### src/rtl/doorlock_disp_ctrl.sv
// Doorlock display controller: owns the four 7-segment digits (com5..com8)
// and arbitrates between the keypad entry buffer, timed OPEn/FAIL messages
// and the lockout pattern. Digits are scanned time-multiplexed.
//
// Input strobes (key_valid, key_clear, result_pass, result_fail) are
// single-cycle pulses with no back-pressure. They are acted on only in IDLE.
// In every other state they are dropped, not queued.
module doorlock_disp_ctrl #(
  parameter int SCAN_DIV    = 50000,
  parameter int MSG_CYCLES  = 50000000,
  parameter int MAX_FAIL    = 3,
  parameter int LOCK_CYCLES = 250000000
) (
  input  logic       clk,
  input  logic       rst,
  input  logic [3:0] key_digit,
  input  logic       key_valid,
  input  logic       key_clear,
  input  logic       result_pass,
  input  logic       result_fail,
  output logic       a,
  output logic       b,
  output logic       c,
  output logic       d,
  output logic       e,
  output logic       f,
  output logic       g,
  output logic       com5,
  output logic       com6,
  output logic       com7,
  output logic       com8,
  output logic       lockout,
  output logic [1:0] dbg_state,
  output logic [2:0] dbg_fail_count,
  output logic [2:0] dbg_entry_count
);

  localparam int TMAX = (MSG_CYCLES > LOCK_CYCLES) ? MSG_CYCLES : LOCK_CYCLES;
  localparam int TW   = $clog2(TMAX);
  localparam int DW   = $clog2(SCAN_DIV);

  localparam logic [TW-1:0] MSG_LOAD  = TW'(MSG_CYCLES - 1);
  localparam logic [TW-1:0] LOCK_LOAD = TW'(LOCK_CYCLES - 1);
  localparam logic [DW-1:0] DIV_LAST  = DW'(SCAN_DIV - 1);
  localparam logic [2:0]    FAIL_MAX  = 3'(MAX_FAIL);

  localparam logic [1:0] ST_IDLE = 2'b00;
  localparam logic [1:0] ST_OPEN = 2'b01;
  localparam logic [1:0] ST_FAIL = 2'b10;
  localparam logic [1:0] ST_LOCK = 2'b11;

  // Segment patterns, bit order {a,b,c,d,e,f,g}
  localparam logic [6:0] GL_O    = 7'b1111110;
  localparam logic [6:0] GL_P    = 7'b1100111;
  localparam logic [6:0] GL_E    = 7'b1001111;
  localparam logic [6:0] GL_N    = 7'b0010101;
  localparam logic [6:0] GL_F    = 7'b1000111;
  localparam logic [6:0] GL_A    = 7'b1110111;
  localparam logic [6:0] GL_I    = 7'b0110000;
  localparam logic [6:0] GL_L    = 7'b0001110;
  localparam logic [6:0] GL_DASH = 7'b0000001;

  logic [DW-1:0] div;
  logic [1:0]    idx;
  logic [1:0]    state;
  logic [TW-1:0] timer;
  logic [2:0]    entry_count;
  logic [2:0]    fail_count;
  logic [3:0]    digits [4];   // digits[0] is the newest entry
  logic [6:0]    glyph;
  logic [1:0]    slot;

  assign dbg_state       = state;
  assign dbg_fail_count  = fail_count;
  assign dbg_entry_count = entry_count;

  function automatic logic [6:0] digit_glyph(input logic [3:0] dig);
    case (dig)
      4'd0:    digit_glyph = 7'b1111110;
      4'd1:    digit_glyph = 7'b0110000;
      4'd2:    digit_glyph = 7'b1101101;
      4'd3:    digit_glyph = 7'b1111001;
      4'd4:    digit_glyph = 7'b0110011;
      4'd5:    digit_glyph = 7'b1011011;
      4'd6:    digit_glyph = 7'b1011111;
      4'd7:    digit_glyph = 7'b1110000;
      4'd8:    digit_glyph = 7'b1111111;
      4'd9:    digit_glyph = 7'b1111011;
      default: digit_glyph = 7'b0000000;
    endcase
  endfunction

  // Free-running scan divider and digit index, never reset by state changes
  always_ff @(posedge clk or negedge rst) begin
    if (!rst) begin
      div <= '0;
      idx <= 2'd0;
    end else if (div == DIV_LAST) begin
      div <= '0;
      idx <= idx + 2'd1;
    end else begin
      div <= div + DW'(1);
    end
  end

  // Mode FSM: entry buffer, message/lockout timers and failure counting
  always_ff @(posedge clk or negedge rst) begin
    if (!rst) begin
      state       <= ST_IDLE;
      timer       <= '0;
      entry_count <= 3'd0;
      fail_count  <= 3'd0;
      lockout     <= 1'b0;
      digits[0]   <= 4'd0;
      digits[1]   <= 4'd0;
      digits[2]   <= 4'd0;
      digits[3]   <= 4'd0;
    end else begin
      case (state)
        ST_IDLE: begin
          // Fail beats pass; a result beats any key activity
          if (result_fail) begin
            state       <= ST_FAIL;
            timer       <= MSG_LOAD;
            entry_count <= 3'd0;
            fail_count  <= (fail_count >= FAIL_MAX) ? fail_count : fail_count + 3'd1;
          end else if (result_pass) begin
            state       <= ST_OPEN;
            timer       <= MSG_LOAD;
            entry_count <= 3'd0;
            fail_count  <= 3'd0;
          end else if (key_clear) begin
            entry_count <= 3'd0;
          end else if (key_valid && (key_digit <= 4'd9) && (entry_count < 3'd4)) begin
            digits[3]   <= digits[2];
            digits[2]   <= digits[1];
            digits[1]   <= digits[0];
            digits[0]   <= key_digit;
            entry_count <= entry_count + 3'd1;
          end
        end
        ST_OPEN: begin
          if (timer == '0) state <= ST_IDLE;
          else             timer <= timer - TW'(1);
        end
        ST_FAIL: begin
          if (timer == '0) begin
            if (fail_count == FAIL_MAX) begin
              state   <= ST_LOCK;
              timer   <= LOCK_LOAD;
              lockout <= 1'b1;
            end else begin
              state <= ST_IDLE;
            end
          end else begin
            timer <= timer - TW'(1);
          end
        end
        default: begin
          if (timer == '0) begin
            state      <= ST_IDLE;
            fail_count <= 3'd0;
            lockout    <= 1'b0;
          end else begin
            timer <= timer - TW'(1);
          end
        end
      endcase
    end
  end

  // Glyph for the currently selected digit; entry buffer is right-aligned
  always_comb begin
    glyph = 7'b0000000;
    slot  = 2'd3 - idx;
    case (state)
      ST_IDLE: begin
        if ({1'b0, slot} < entry_count) glyph = digit_glyph(digits[slot]);
      end
      ST_OPEN: begin
        case (idx)
          2'd0:    glyph = GL_O;
          2'd1:    glyph = GL_P;
          2'd2:    glyph = GL_E;
          default: glyph = GL_N;
        endcase
      end
      ST_FAIL: begin
        case (idx)
          2'd0:    glyph = GL_F;
          2'd1:    glyph = GL_A;
          2'd2:    glyph = GL_I;
          default: glyph = GL_L;
        endcase
      end
      default: glyph = GL_DASH;
    endcase
  end

  // Segment and common lines registered together so they switch in the same cycle
  always_ff @(posedge clk or negedge rst) begin
    if (!rst) begin
      {a, b, c, d, e, f, g}      <= 7'b0000000;
      {com5, com6, com7, com8}   <= 4'b0000;
    end else begin
      {a, b, c, d, e, f, g}      <= glyph;
      {com5, com6, com7, com8}   <= 4'b1000 >> idx;
    end
  end

endmodule

### config.mk
export PLATFORM = sky130hd
export DESIGN_NAME = doorlock_disp_ctrl
export DESIGN_NICKNAME = d
export VERILOG_FILES = /design/src/rtl/doorlock_disp_ctrl.sv
export SDC_FILE = /design/constraint.sdc
export NUM_CORES = 1
export LEC_CHECK = 0
export BUFFER_PORTS_ARGS = -buffer_cell sky130_fd_sc_hd__buf_2
export CORE_UTILIZATION = 30
export CTS_CLUSTER_SIZE = 24
export DETAILED_ROUTE_END_ITERATION = 10
export PLACE_DENSITY = 0.46
export SLEW_MARGIN = 15
export SYNTH_ARGS = -nofsm -noshare
export SYNTH_HDL_FRONTEND = slang
export SYNTH_SLANG_ARGS = --single-unit
### constraint.sdc
create_clock -name clk -period 2.5 [get_ports clk]
set_input_delay 0.375 -clock clk [delete_from_list [all_inputs] [get_ports clk]]
set_output_delay 0.375 -clock clk [all_outputs]
set_load 0.005 [all_outputs]
## Yosys cells after proc, flatten, opt, wreduce, memory -nomap -nowiden

Memory sizes are Yosys's and may differ from the RTL's.
Cells that the tools add are included.

- $add $sub $neg: 6
- $mul: 0
- Div/mod/pow operators: 0
- Magnitude comparators: 5
- Eq/ne operators: 12
- Shifts and indexed selects: 1
- Multiplexer cells: 33
- Bitwise logic cells: 6
- Reductions and logical operators: 15

Operator list:

| kind | count |
|---|---|
| two-way mux 28 bit | 5 |
| case mux 7 bit (3 select lines) | 3 |
| case mux 28 bit (2 select lines) | 1 |
| logical NOT 28 bit | 1 |
| subtractor 28 x 1 -> 28 bit (second input constant) | 1 |
| two-way mux 3 bit | 8 |
| adder 16 x 1 -> 16 bit (second input constant) | 1 |
| == test 16 bit (second input constant) | 1 |
| two-way mux 16 bit | 1 |
| two-way mux 2 bit | 5 |
| != test 3 bit (second input constant) | 3 |
| AND reduction 3 bit | 3 |
| binary-select mux 4 bit (select 2 bit) | 1 |
| two-way mux 4 bit | 2 |
| two-way mux 7 bit | 1 |
| adder 3 x 1 -> 3 bit (second input constant) | 2 |
| case mux 3 bit (2 select lines) | 1 |
| inverter 1 bit | 5 |
| AND reduction 5 bit | 1 |
| == test 2 x 1 -> 1 bit (second input constant) | 2 |
| == test 2 bit (second input constant) | 2 |
| less-or-equal comparator 4 bit (second input constant) | 1 |
| logical NOT 2 bit | 2 |
| != test 2 bit (second input constant) | 2 |
| 19 further kinds | 23 |

- Register bits after elaboration: 82
- Latch bits: 0
- RAM bits: 0
- Bits in read-only memories: 112
- Input bits: 10
- Output and inout port bits: 20
- Word-level logic and storage cells: 101
- Memories kept: 1

Memories:

| memory | depth | bits a word | read ports | clocked after Yosys merged registers in | wr ports | line | text |
|---|---|---|---|---|---|---|---|
| (no name shown) | 16 | 7 | 1 | 0 | 0 | 78 | `case (dig)` |

## Logic depth before layout (Yosys ltp)

An unclocked memory read counts as a cell.

- Depth in word-level cells: 8
- Gate-level depth with buffers: 10
- Mapped depth without buffers: 7

## Least setup slack after synthesis

Ideal clock, no wire load.

- Path type: register to register
- From: register timer[0]
- To: register fail_count[0], in the netlist dbg_fail_count[0]
- Setup time: 0.125 ns
- Arrival time: 2.370 ns
- Required time: 2.375 ns
- Setup slack: 0.005 ns
- Stages on the path, launching flop included: 9
- Path buffers: 1
- Period minus slack after synthesis: 2.495 ns
- Cells stage by stage: dfrtp_1 > inv_1 > ha_1 > or4b_4 > or4_1 > buf_6 > o21ai_4 > nand2_4 > mux2_4

- Longest elaborated chain between the ends: 3

RTL lines:

| what | line | text |
|---|---|---|
| start, declared | 66 | `logic [TW-1:0] timer;` |
| start signal, assigned | 144 | `else timer <= timer - TW'(1);` |
| start signal, assigned | 156 | `timer <= timer - TW'(1);` |
| start signal, assigned | 165 | `timer <= timer - TW'(1);` |
| logical NOT 28 bit | 160 | `if (timer == '0) begin` |
| nonzero test 2 bit (no source line) | - |  |
| AND reduction 4 bit (no source line) | - |  |
| end signal, assigned | 126 | `fail_count <= (fail_count >= FAIL_MAX) ? fail_count : fail_count + 3'd1;` |
| end, declared | 68 | `logic [2:0] fail_count;` |

No other way between the ends.
A chain may end at the register's enable or synchronous reset.

## Worst setup path in the final report

- From: register timer[11]
- To: register state[1], in the netlist dbg_state[1]

- Longest elaborated chain between the ends: 3
- Elaborated cells between the ends (all ways): 4
- Classes of those cells: eq/ne (1); reduce/logical (3)

RTL lines:

| what | line | text |
|---|---|---|
| logical NOT 28 bit (*) | 143, 147, 160 |  |
| != test 2 bit (no source line) / nonzero test 2 bit (equally long branches) | - |  |
| AND reduction 3 bit (no source line) (*) | - |  |
| end signal, assigned | 143 | `if (timer == '0) state <= ST_IDLE;` |
| end signal, assigned | 149 | `state <= ST_LOCK;` |
| end signal, assigned | 161 | `state <= ST_IDLE;` |
| end, declared | 65 | `logic [1:0] state;` |

Every way passes the cells marked *; elsewhere a longest branch is shown, timed or not.

==> results_dict.tcl <==
set metrics [dict create \
    seq_area_frac_synth 0.4545 \
    reg2reg_from "timer[11]" \
    synth_edf_count 0 \
    met1_usage 0.2283 \
    cts_max_level 3 \
    critical_path_class "reg -> reg" \
    ys_seq_elements 82 \
    fmax_mhz 414.5 \
    rsz0062_at_grt "no" \
    nNetsFinal 550 \
    final_cell_area_mm2 0.005493 \
    reg2reg_slack_ps 90 \
    setup_tns_ps 0 \
    root_buffer "clkbuf_16" \
    syn2layout_area_growth_pct 21.67 \
    worst_pin_slew_ps 752.4 \
    grt_util_met3 0.03393 \
    routed_wl_um 11460 \
    dieHeight_um 124.7 \
    yosys_warnings 0 \
    first_global_vias 3559 \
    cp-end-kind "flop" \
    finClkSkew_ps 6.118 \
    cts_tree "yes" \
    clkLatencyLatePin_ps 340 \
    fin_crit_sh 0.9651 \
    place_congestion 0.8491 \
    ys_top_cells_by_count "82 x dfrtp_1, 42 x nor2_1, 27 x a21oi_1, 21 x nand2_1" \
    fin_ws_ps 87.26 \
    grtUsageTotal 0.1572 \
    start_util 0.3094 \
    synth_cell_types 64 \
    p_leak_nw 2.443 \
    drive_above_1_share 0.2114 \
    path_max_fanout 6 \
    hold_viol_final 0 \
    place.port_buffers 29 \
    ir_worst_vdd_mv 0.4536 \
    yosysMostFrequentCell "dfrtp_1" \
    maxCapViolCount 0 \
    overflow 0 \
    start_kind "flop" \
    cts.sinks 82 \
    pre_cts_ws_ps 37.78 \
    ant_nets 0 \
    io_pins 30 \
    first_pass_iters 4 \
    hold_class "in -> async" \
    grt_antenna_before_repair 0 \
    path_clk_slew_ps 60 \
    synth_top_area_share 0.4545 \
    wl_per_cell_um 16.17 \
    regArea_mm2 0.002052 \
    dieArea_mm2 0.01554 \
    critPathLaunch "timer[11]" \
    finalSetupViolations 0 \
    nFillCells 1454 \
    syn_nets 481 \
    via_per_inst 5.093 \
    netlist_instances 451 \
    grt_max_degree 43 \
    timing.hold.ws_ps 14.61 \
    busiest_layer "met1" \
    r2r-end "dbg_state[1]" \
    avgSynthCellArea_um2 10.01 \
    dp_hpwl_um 8512 \
    fin_crit_ps 2413 \
    routed-via-count 3611 \
    relSlewSlack 0.4984 \
    synthArstFlopShare 1.000 \
    syn_area_mm2 0.004514 \
    final_util 0.3765 \
    arrival_ps 2670 \
    die_x_um 124.7 \
    numCtsBuffers 9 \
    drc 0 \
    power.density_mw_per_mm2 796.2 \
    drt_first_iter_violations 190 \
    required_ps 2760 \
    synth-main-ff-cell "dfrtp_1" \
    synth_top_cell_by_area "dfrtp_1" \
    placed_area_mm2 0.005157 \
    diodes 0 \
    synth_area_leaders "dfrtp_1 45%, ha_1 5.5%, mux2_1 4.2%, nor2_1 3.5%, a21oi_1 3.0%" \
    grt_pass1_wl_um 19160 \
    cts_buffer_depth 2 \
    multi_input_area_mm2 0.002331 \
    outcome "completed" \
    worst_r2r_path_depth 7 \
    gr-usage-met2 0.2281 \
    rows 44 \
    core_mm2 0.01459 \
    drv_slew 0 \
]
-- area by class of cell --
type	count	share of cell area
Multi-Input combinational cell	333	0.4244
Sequential cell	82	0.3736
Timing Repair Buffer	72	0.09112
Clock buffer	11	0.04419
Tap cell	184	0.04191
Inverter	22	0.01503
Clock inverter	5	0.009795
-- worst max path at each step --
stage	cells after the start	endpoint	slack [ps]
after floorplan	8	dbg_fail_count[0]	5
after global placement	8	timer[24]	40
after detailed placement	8	dbg_fail_count[0]	40
after CTS	8	dbg_fail_count[0]	20
after global routing	7	timer[19]	10
final	7	dbg_state[1]	90
-- critical path, stage by stage (launching register included) --
cell and delay (ps):
dfrtp_1 390, or4_1 580, or4_4 590, buf_8 160, o21ai_4 210, buf_4 160, a21oi_1 60, a41oi_1 170
-- through the flow --
| stage | instances | power, mW |
|---|---|---|
| floorplan | 451 | 2.478 |
| global placement | 691 | 3.051 |
| detailed placement | 691 | 3.062 |
| CTS | 707 | 4.424 |
| global route | 709 | 4.655 |
| finish | 709 | 4.373 |
-- sequential cells by signal, indices dropped and copies added, names as in the netlist, 2 cells and up --
name and cells:
dbg_entry_count 3, dbg_fail_count 3, dbg_state 2, digits 16, div 16, idx 2
timer 28
-- repair_timing --
action	in CTS	in global routing
hold buffers	0	0
setup endpoints to repair	0	22
gates resized for setup	0	7
setup buffers	0	0
-- layout by cell type (no fill, tap or decap), types with 3 or more instances in the layout --
master,instances
a21o_1,3
a21oi_1,27
a22o_1,3
a31oi_1,5
and3_1,8
buf_2,29
buf_4,40
clkbuf_16,9
clkinv_2,3
dfrtp_1,82
ha_1,20
inv_1,19
inv_2,3
mux2_1,17
mux2i_1,4
mux4_2,4
nand2_1,21
nand2b_1,3
nand3_1,17
nand4_1,8
nor2_1,42
nor2b_1,5
nor3_1,17
nor4_1,7
o21ai_0,14
o21ai_1,12
o21ai_4,3
o22ai_1,3
o31ai_1,10
or3_1,13
or4_1,8
xnor2_1,6
xor2_1,10
-- routing by layer --
metal,share of wire,wire length (µm)
met4,0.014,157
met3,0.037,424
met5,0,0
met1,0.51,5894
met2,0.43,4985
-- report_power, final --
group / total [mW] / switching [mW] / internal, mW
Sequential: 1.64 / 0.123 / 1.51
Clock: 1.33 / 0.529 / 0.797
Combinational: 1.41 / 0.809 / 0.602
Total: 4.37 / 1.46 / 2.91
-- cell families after synthesis --
group / after synthesis / synth area share
fa+ha+maj: 20 / 0.05543
mux: 28 / 0.08038
simple gates: 170 / 0.2018
flops: 82 / 0.4545
xor+xnor: 16 / 0.03104
compound gates: 98 / 0.1419
buf+inv: 37 / 0.03492
Note: power is estimated with default switching activity, not from simulation.
